## src/rtl/iob_regfile_pkg.sv

```systemverilog
// Shared types and default sizes for the multi-port register file.
// Latency: n/a (declarations only).
// Backpressure: n/a (declarations only).
package iob_regfile_pkg;

    localparam int DATA_W_DEF = 32;
    localparam int ADDR_W_DEF = 4;
    localparam int DEPTH      = 1 << ADDR_W_DEF;
    localparam int STRB_W     = DATA_W_DEF / 8;

    // Background clear sequencer states
    typedef enum logic {
        IDLE = 1'b0,
        CLR  = 1'b1
    } clr_state_t;

    function automatic int depth_of(input int addr_w);
        return 1 << addr_w;
    endfunction

    function automatic int strb_of(input int data_w);
        return data_w / 8;
    endfunction

endpackage

```

## src/rtl/iob_regfile_mp_if.sv

```systemverilog
// Bus bundle for the multi-port register file: write ports, read ports, clear control.
// Latency: n/a (wires only); rdata is registered inside the register file.
// Backpressure: none; busy only reports that a clear is running and writes are dropped.
//
// Ports (all flattened, port p / read port r in slice [p*W +: W]):
//   we[N_W], waddr[N_W*ADDR_W], wstrb[N_W*DATA_W/8], wdata[N_W*DATA_W]
//   raddr[N_R*ADDR_W], rdata[N_R*DATA_W], clr, busy
interface iob_regfile_mp_if
    import iob_regfile_pkg::*;
#(
    parameter int DATA_W = DATA_W_DEF,
    parameter int ADDR_W = ADDR_W_DEF,
    parameter int N_W    = 2,
    parameter int N_R    = 2
);

    logic [N_W-1:0]                  we;
    logic [N_W*ADDR_W-1:0]           waddr;
    logic [N_W*strb_of(DATA_W)-1:0]  wstrb;
    logic [N_W*DATA_W-1:0]           wdata;
    logic [N_R*ADDR_W-1:0]           raddr;
    logic [N_R*DATA_W-1:0]           rdata;
    logic                            clr;
    logic                            busy;

    modport master (
        output we, waddr, wstrb, wdata, raddr, clr,
        input  rdata, busy
    );

    modport slave (
        input  we, waddr, wstrb, wdata, raddr, clr,
        output rdata, busy
    );

endinterface

```

## src/rtl/iob_regfile_wmerge.sv

```systemverilog
// Per-byte priority merge of all write ports targeting one entry; highest port index wins a byte.
// Latency: combinational.
// Backpressure: none.
//
// Ports:
//   i_addr   entry index this merge serves
//   i_old    current stored word of that entry
//   i_we/i_waddr/i_wstrb/i_wdata  flattened write ports (already gated by the caller)
//   o_word   post-write word of the entry
module iob_regfile_wmerge
    import iob_regfile_pkg::*;
#(
    parameter int DATA_W = DATA_W_DEF,
    parameter int ADDR_W = ADDR_W_DEF,
    parameter int N_W    = 2
) (
    input  logic [ADDR_W-1:0]                 i_addr,
    input  logic [DATA_W-1:0]                 i_old,
    input  logic [N_W-1:0]                    i_we,
    input  logic [N_W*ADDR_W-1:0]             i_waddr,
    input  logic [N_W*strb_of(DATA_W)-1:0]    i_wstrb,
    input  logic [N_W*DATA_W-1:0]             i_wdata,
    output logic [DATA_W-1:0]                 o_word
);

    localparam int L_STRB_W = strb_of(DATA_W);

    // Ports are applied in ascending order so a later (higher) port overwrites
    // any byte an earlier port already placed; untouched bytes keep i_old.
    always_comb begin
        o_word = i_old;
        for (int p = 0; p < N_W; p++) begin
            if (i_we[p] && (i_waddr[p*ADDR_W +: ADDR_W] == i_addr)) begin
                for (int b = 0; b < L_STRB_W; b++) begin
                    if (i_wstrb[p*L_STRB_W + b]) begin
                        o_word[b*8 +: 8] = i_wdata[p*DATA_W + b*8 +: 8];
                    end
                end
            end
        end
    end

endmodule

```

## src/rtl/iob_regfile_mp.sv

```systemverilog
// Multi-port flop-based register file with byte strobes, optional read bypass and sequenced clear.
// Latency: writes land at the edge, reads are registered (1 cycle); a clear takes 2**ADDR_W cycles.
// Backpressure: none; while busy is high all writes are dropped, reads keep working.
//
// Ports:
//   clk   rising-edge clock
//   rst   synchronous reset, active low
//   bus   iob_regfile_mp_if slave: we/waddr/wstrb/wdata, raddr -> rdata, clr -> busy
module iob_regfile_mp
    import iob_regfile_pkg::*;
#(
    parameter int DATA_W    = DATA_W_DEF,
    parameter int ADDR_W    = ADDR_W_DEF,
    parameter int N_W       = 2,
    parameter int N_R       = 2,
    parameter int RD_BYPASS = 1
) (
    input  logic               clk,
    input  logic               rst,
    iob_regfile_mp_if.slave    bus
);

    localparam int L_DEPTH = depth_of(ADDR_W);

    clr_state_t                          r_state;
    logic [ADDR_W:0]                     r_cnt;
    logic                                r_busy;
    logic [N_R-1:0][DATA_W-1:0]          r_rdata;

    logic [N_W-1:0]                      w_we;
    logic [L_DEPTH-1:0][DATA_W-1:0]      w_entry;
    logic [L_DEPTH-1:0][DATA_W-1:0]      w_merged;
    logic [L_DEPTH-1:0][DATA_W-1:0]      w_rd_src;

    // Writes are discarded, not deferred, while the clear sequencer owns the array.
    assign w_we = (r_state == IDLE) ? bus.we : '0;

    // ---------------------------------------------------------------
    // Storage: one register and one merge unit per entry
    // ---------------------------------------------------------------
    for (genvar e = 0; e < L_DEPTH; e++) begin : g_ent
        logic [DATA_W-1:0] r_word;

        iob_regfile_wmerge #(
            .DATA_W (DATA_W),
            .ADDR_W (ADDR_W),
            .N_W    (N_W)
        ) u_wmerge (
            .i_addr  (ADDR_W'(e)),
            .i_old   (r_word),
            .i_we    (w_we),
            .i_waddr (bus.waddr),
            .i_wstrb (bus.wstrb),
            .i_wdata (bus.wdata),
            .o_word  (w_merged[e])
        );

        always_ff @(posedge clk) begin
            if (!rst) begin
                r_word <= '0;
            end else if ((r_state == CLR) && (r_cnt[ADDR_W-1:0] == ADDR_W'(e))) begin
                r_word <= '0;
            end else begin
                r_word <= w_merged[e];
            end
        end

        assign w_entry[e] = r_word;
    end

    // ---------------------------------------------------------------
    // Read ports
    // ---------------------------------------------------------------
    // The bypass source is the write-merge result only: an entry being cleared
    // at this edge still reads its old value, it reads 0 from the next cycle.
    if (RD_BYPASS != 0) begin : g_byp
        assign w_rd_src = w_merged;
    end else begin : g_nobyp
        assign w_rd_src = w_entry;
    end

    always_ff @(posedge clk) begin
        if (!rst) begin
            r_rdata <= '0;
        end else begin
            for (int r = 0; r < N_R; r++) begin
                r_rdata[r] <= w_rd_src[bus.raddr[r*ADDR_W +: ADDR_W]];
            end
        end
    end

    assign bus.rdata = r_rdata;

    // ---------------------------------------------------------------
    // Clear sequencer
    // ---------------------------------------------------------------
    // Counter is one bit wider than the address so the last-entry compare never
    // aliases with a wrapped value.
    always_ff @(posedge clk) begin
        if (!rst) begin
            r_state <= IDLE;
            r_cnt   <= '0;
            r_busy  <= 1'b0;
        end else begin
            case (r_state)
                IDLE: begin
                    if (bus.clr) begin
                        r_state <= CLR;
                        r_cnt   <= '0;
                        r_busy  <= 1'b1;
                    end
                end
                CLR: begin
                    r_cnt <= r_cnt + 1'b1;
                    if (r_cnt == (ADDR_W+1)'(L_DEPTH - 1)) begin
                        r_state <= IDLE;
                        r_busy  <= 1'b0;
                    end
                end
                default: begin
                    r_state <= IDLE;
                    r_busy  <= 1'b0;
                end
            endcase
        end
    end

    assign bus.busy = r_busy;

endmodule

```

## src/flat_wrapper.sv

```systemverilog
// flat-port wrapper written by rule: the top's interface ports become plain ports
module iob_regfile_mp_flat import iob_regfile_pkg::*;
#(
    parameter int DATA_W    = DATA_W_DEF,
    parameter int ADDR_W    = ADDR_W_DEF,
    parameter int N_W       = 2,
    parameter int N_R       = 2,
    parameter int RD_BYPASS = 1
)
  (clk, rst, bus_we, bus_waddr, bus_wstrb, bus_wdata, bus_raddr, bus_clr, bus_rdata, bus_busy);
  iob_regfile_mp_if #(.DATA_W(DATA_W), .ADDR_W(ADDR_W), .N_W(N_W), .N_R(N_R)) bus_i ();
  input  logic clk;
  input  logic rst;
  input wire logic [$bits(bus_i.we)-1:0] bus_we;
  input wire logic [$bits(bus_i.waddr)-1:0] bus_waddr;
  input wire logic [$bits(bus_i.wstrb)-1:0] bus_wstrb;
  input wire logic [$bits(bus_i.wdata)-1:0] bus_wdata;
  input wire logic [$bits(bus_i.raddr)-1:0] bus_raddr;
  input wire logic [$bits(bus_i.clr)-1:0] bus_clr;
  output wire logic [$bits(bus_i.rdata)-1:0] bus_rdata;
  output wire logic [$bits(bus_i.busy)-1:0] bus_busy;
  assign bus_i.we = bus_we;
  assign bus_i.waddr = bus_waddr;
  assign bus_i.wstrb = bus_wstrb;
  assign bus_i.wdata = bus_wdata;
  assign bus_i.raddr = bus_raddr;
  assign bus_i.clr = bus_clr;
  assign bus_rdata = bus_i.rdata;
  assign bus_busy = bus_i.busy;
  iob_regfile_mp #(.DATA_W(DATA_W), .ADDR_W(ADDR_W), .N_W(N_W), .N_R(N_R), .RD_BYPASS(RD_BYPASS)) u_core (.clk(clk), .rst(rst), .bus(bus_i));
endmodule
```

## config.mk

```make
export PLATFORM = sky130hd
export DESIGN_NAME = iob_regfile_mp_flat
export DESIGN_NICKNAME = d
export VERILOG_FILES = /design/src/rtl/iob_regfile_pkg.sv /design/src/rtl/iob_regfile_mp_if.sv /design/src/rtl/iob_regfile_wmerge.sv /design/src/rtl/iob_regfile_mp.sv /design/src/flat_wrapper.sv
export SDC_FILE = /design/constraint.sdc
export NUM_CORES = 2
export LEC_CHECK = 0
export ABC_CLOCK_PERIOD_IN_PS = 2700
export BUFFER_PORTS_ARGS = -buffer_cell sky130_fd_sc_hd__buf_2
export CORE_ASPECT_RATIO = 0.75
export CORE_MARGIN = 10
export CORE_UTILIZATION = 28
export CTS_CLUSTER_SIZE = 16
export DETAILED_ROUTE_END_ITERATION = 7
export HOLD_SLACK_MARGIN = 0.06
export MAX_ROUTING_LAYER = met4
export REMOVE_ABC_BUFFERS = 1
export SYNTH_ARGS = -nofsm -noshare
export SYNTH_HDL_FRONTEND = slang
export SYNTH_SLANG_ARGS = --single-unit
```

## constraint.sdc

```tcl
create_clock -name clk -period 2.7 [get_ports clk]
set_input_delay 0.54 -clock clk [delete_from_list [all_inputs] [get_ports clk]]
set_output_delay 0.54 -clock clk [all_outputs]
set_load 0.01 [all_outputs]
```

==> flow_metrics.tcl <==
set metrics [dict create \
    routedWlPerCell_um 35.4 \
    start_kind "flop" \
    layout_min_cycle_time_ns 2.82 \
    failed_checks "setup timing" \
    start_util_pct 28.2 \
    path_max_fanout 21 \
    die_x_um 436 \
    ant_nets 0 \
    die_h_um 332 \
    final_max_slew_viol_count 0 \
    pre_cts_ws_ns -0.745 \
    use_met3_pct 12.3 \
    num-fill-cells 13200 \
    hp-start "bus_clr" \
    busiest_layer "met2" \
    via_count 49600 \
    rows 114 \
    routed_via_density 6.34 \
    synth_most_common_cell "dfxtp_1" \
    grt_max_degree 46 \
    final_nets 6111 \
    clock-skew-final_ns 0.0236 \
    fmax_ghz 0.354 \
    syn_inst 4815 \
    status "finished, violations left" \
    grt_pass1_vias 46000 \
    seq_area_frac_synth_pct 32.0 \
    rsz0062_at_grt "true" \
    power_uw 24900 \
    r2r_cells 10 \
    setup_viol 24 \
    ctsLongestPathBuffers 3 \
    grt_util_met1_pct 48.3 \
    synth_edf_count 0 \
    synth_cell_types 92 \
    end_kind "flop" \
    ir_drop_mv 0.497 \
    core_um2 129000 \
    cp.arrival_ns 3.37 \
    synth.avg_cell_area_um2 7.57 \
    wl_mm 277 \
    maxCapViolations 0 \
    critical_path_required_ns 3.24 \
    worstHoldPathCells 3 \
    clock_latency_ns 0.70 \
    critical_path_class "flop to flop" \
    period_share_pct 105 \
    hold_viol 0 \
    firstDrtPassIters 6 \
    grt_util_met2_pct 50.0 \
    ff2ff_setup_slack_ns -0.12 \
    io_pins 158 \
    antenna_found_initial 21 \
    clkSlewWorstSetupHoldPaths_ns 0.06 \
    leakage_uw 0.0215 \
    worstMarginPinSlew_ns 1.38 \
    cp-startpoint "u_core.r_state" \
    ys_ff_latch 583 \
    drive_gt1_share_pct 35.7 \
    globalplace.congestion 1.05 \
    synth-warning-count 0 \
    yosys.area.top_type_share_pct 32.0 \
    synthArstFlopShare_pct 0 \
    track_usage_pct 36.8 \
    cts_num_sinks 583 \
    relSlewSlack_pct 7.43 \
    tritoncts "built" \
    grt_overflow 0 \
    dpl.hpwl_mm 201 \
    clockRootBuffer "clkbuf_16" \
    tns_ns -1.26 \
    syn2layout_area_growth_pct 49.8 \
    synth_top_cell_by_area "dfxtp_1" \
    drtIter0Drc 8599 \
    fin_util_pct 42.3 \
    port_buffers 157 \
    h-tree-depth 3 \
    cts_made_buffers 73 \
    grt_pass1_wl_mm 374 \
    drc 0 \
    timing.rr.start "u_core.r_state" \
    synthTopCellsByCount "583 x dfxtp_1, 499 x o21ai_0, 468 x nor2_1" \
    synthesis.area_um2 36400 \
    setup_slack_ns -0.125 \
    synth_top_flop_cell "dfxtp_1" \
    hp-class "primary input to flop" \
    synthTopCellsByArea "dfxtp_1 32%, o21ai_0 6.9%, nor2b_1 5.3%" \
    die_area_um2 145000 \
    p_per_area_nw_per_um2 457 \
]
==> placed cells by master, fill, tap and decap left out, types with 19 or more instances in the layout <==
| master | count |
|---|---|
| a211oi_1 | 45 |
| a21oi_1 | 111 |
| a21oi_2 | 19 |
| a221o_1 | 68 |
| a221oi_1 | 32 |
| a22o_1 | 44 |
| a22oi_1 | 76 |
| a311oi_1 | 24 |
| a31o_2 | 22 |
| a31oi_1 | 177 |
| a31oi_2 | 56 |
| and3_1 | 25 |
| and4b_1 | 34 |
| buf_12 | 128 |
| buf_2 | 152 |
| buf_4 | 1306 |
| buf_6 | 41 |
| clkbuf_16 | 80 |
| dfxtp_1 | 582 |
| inv_1 | 20 |
| mux2_2 | 31 |
| mux2i_1 | 104 |
| mux4_2 | 31 |
| nand2_1 | 403 |
| nand3_1 | 130 |
| nand4_1 | 57 |
| nor2_1 | 451 |
| nor2b_1 | 305 |
| nor3_1 | 258 |
| o211ai_1 | 60 |
| o21ai_0 | 393 |
| o21ai_1 | 77 |
| o21ai_2 | 23 |
| o221ai_1 | 34 |
| o22ai_1 | 130 |
==> what timing repair did <==
| item | 4_1_cts | 5_1_grt |
|---|---|---|
| setup buffers | 38 | 18 |
| hold endpoints to repair | 0 | 0 |
| gates resized for setup | 144 | 295 |
| pin swaps | 29 | 59 |
| setup endpoints to repair | 69 | 62 |
| hold buffers | 0 | 0 |
| cloned | 5 | 3 |
==> worst paths after layout <==
check                         end
max          u_core.bus.rdata[31]
max reg2reg  u_core.bus.rdata[31]
min                u_core.r_state
min reg2reg       u_core.bus.busy
==> cells by family (layout without fill, tap and decap cells) <==
| group | after synthesis | after routing | share of synthesized area, % |
|---|---|---|---|
| flip-flops | 583 | 583 | 32.0 |
| AND/OR/NAND/NOR | 1867 | 1867 | 25.8 |
| buffers and inverters | 541 | 1792 | 6.28 |
| other | 0 | 18 | 0 |
| AO/OA/AOI/OAI | 1643 | 1643 | 29.7 |
| adder cells (fa/ha/maj) | 5 | 5 | 0.172 |
| multiplexers | 176 | 176 | 6.01 |
==> power breakdown <==
group | total, µW | internal, µW | switching (µW)
Clock | 10700 | 6090 | 4570
Combinational | 5420 | 1840 | 3580
Sequential | 8860 | 8780 | 87.5
Total | 24900 | 16700 | 8240
==> cell type report <==
class	count	area (µm²)	share of cell area, %
multi-input combinational	3691	24300	44.5
timing repair buffer	1638	13900	25.4
sequential	583	11700	21.4
clock buffer	108	2190	4.02
tap	1740	2180	3.99
clock inverter	20	236	0.433
inverter	26	97.6	0.179
antenna	18	45.0	0.0825
==> flip-flops by register name, summed over array words and instances, names as in the netlist <==
| signal | cells |
|---|---|
| u_core.g_ent.r_word | 512 |
| u_core.bus.rdata | 64 |
| u_core.r_cnt | 5 |
| u_core.bus.busy | 1 |
| u_core.r_state | 1 |
==> metrics by stage <==
stage | hold slack [ns] | instance area [µm²] | instances
6_report | 0.207 | 54600 | 7824
5_1_grt | 0.267 | 54600 | 7821
4_1_cts | 0.180 | 53200 | 7787
3_5_place_dp | 0.491 | 49600 | 7616
3_3_place_gp | 0.472 | 49600 | 7616
2_1_floorplan | 0.484 | 34200 | 4300
==> per-layer routing <==
layer | vias up | wire [µm]
li1 | 20500 | -
met1 | 24000 | 112000
met2 | 4188 | 109000
met3 | 938 | 39200
met4 | 0 | 16700
met5 | - | 0
==> worst max-delay path: stages, from the launching register on <==
cell and delay (ns):
dfxtp_4 0.37, buf_6 0.13, or4b_4 0.52, buf_12 0.22, buf_12 0.17, buf_12 0.13, o21ai_2 0.20, a31oi_2 0.15
a21o_1 0.21, o211ai_1 0.37, o211ai_1 0.19
Note: power is estimated with default switching activity, not from simulation.
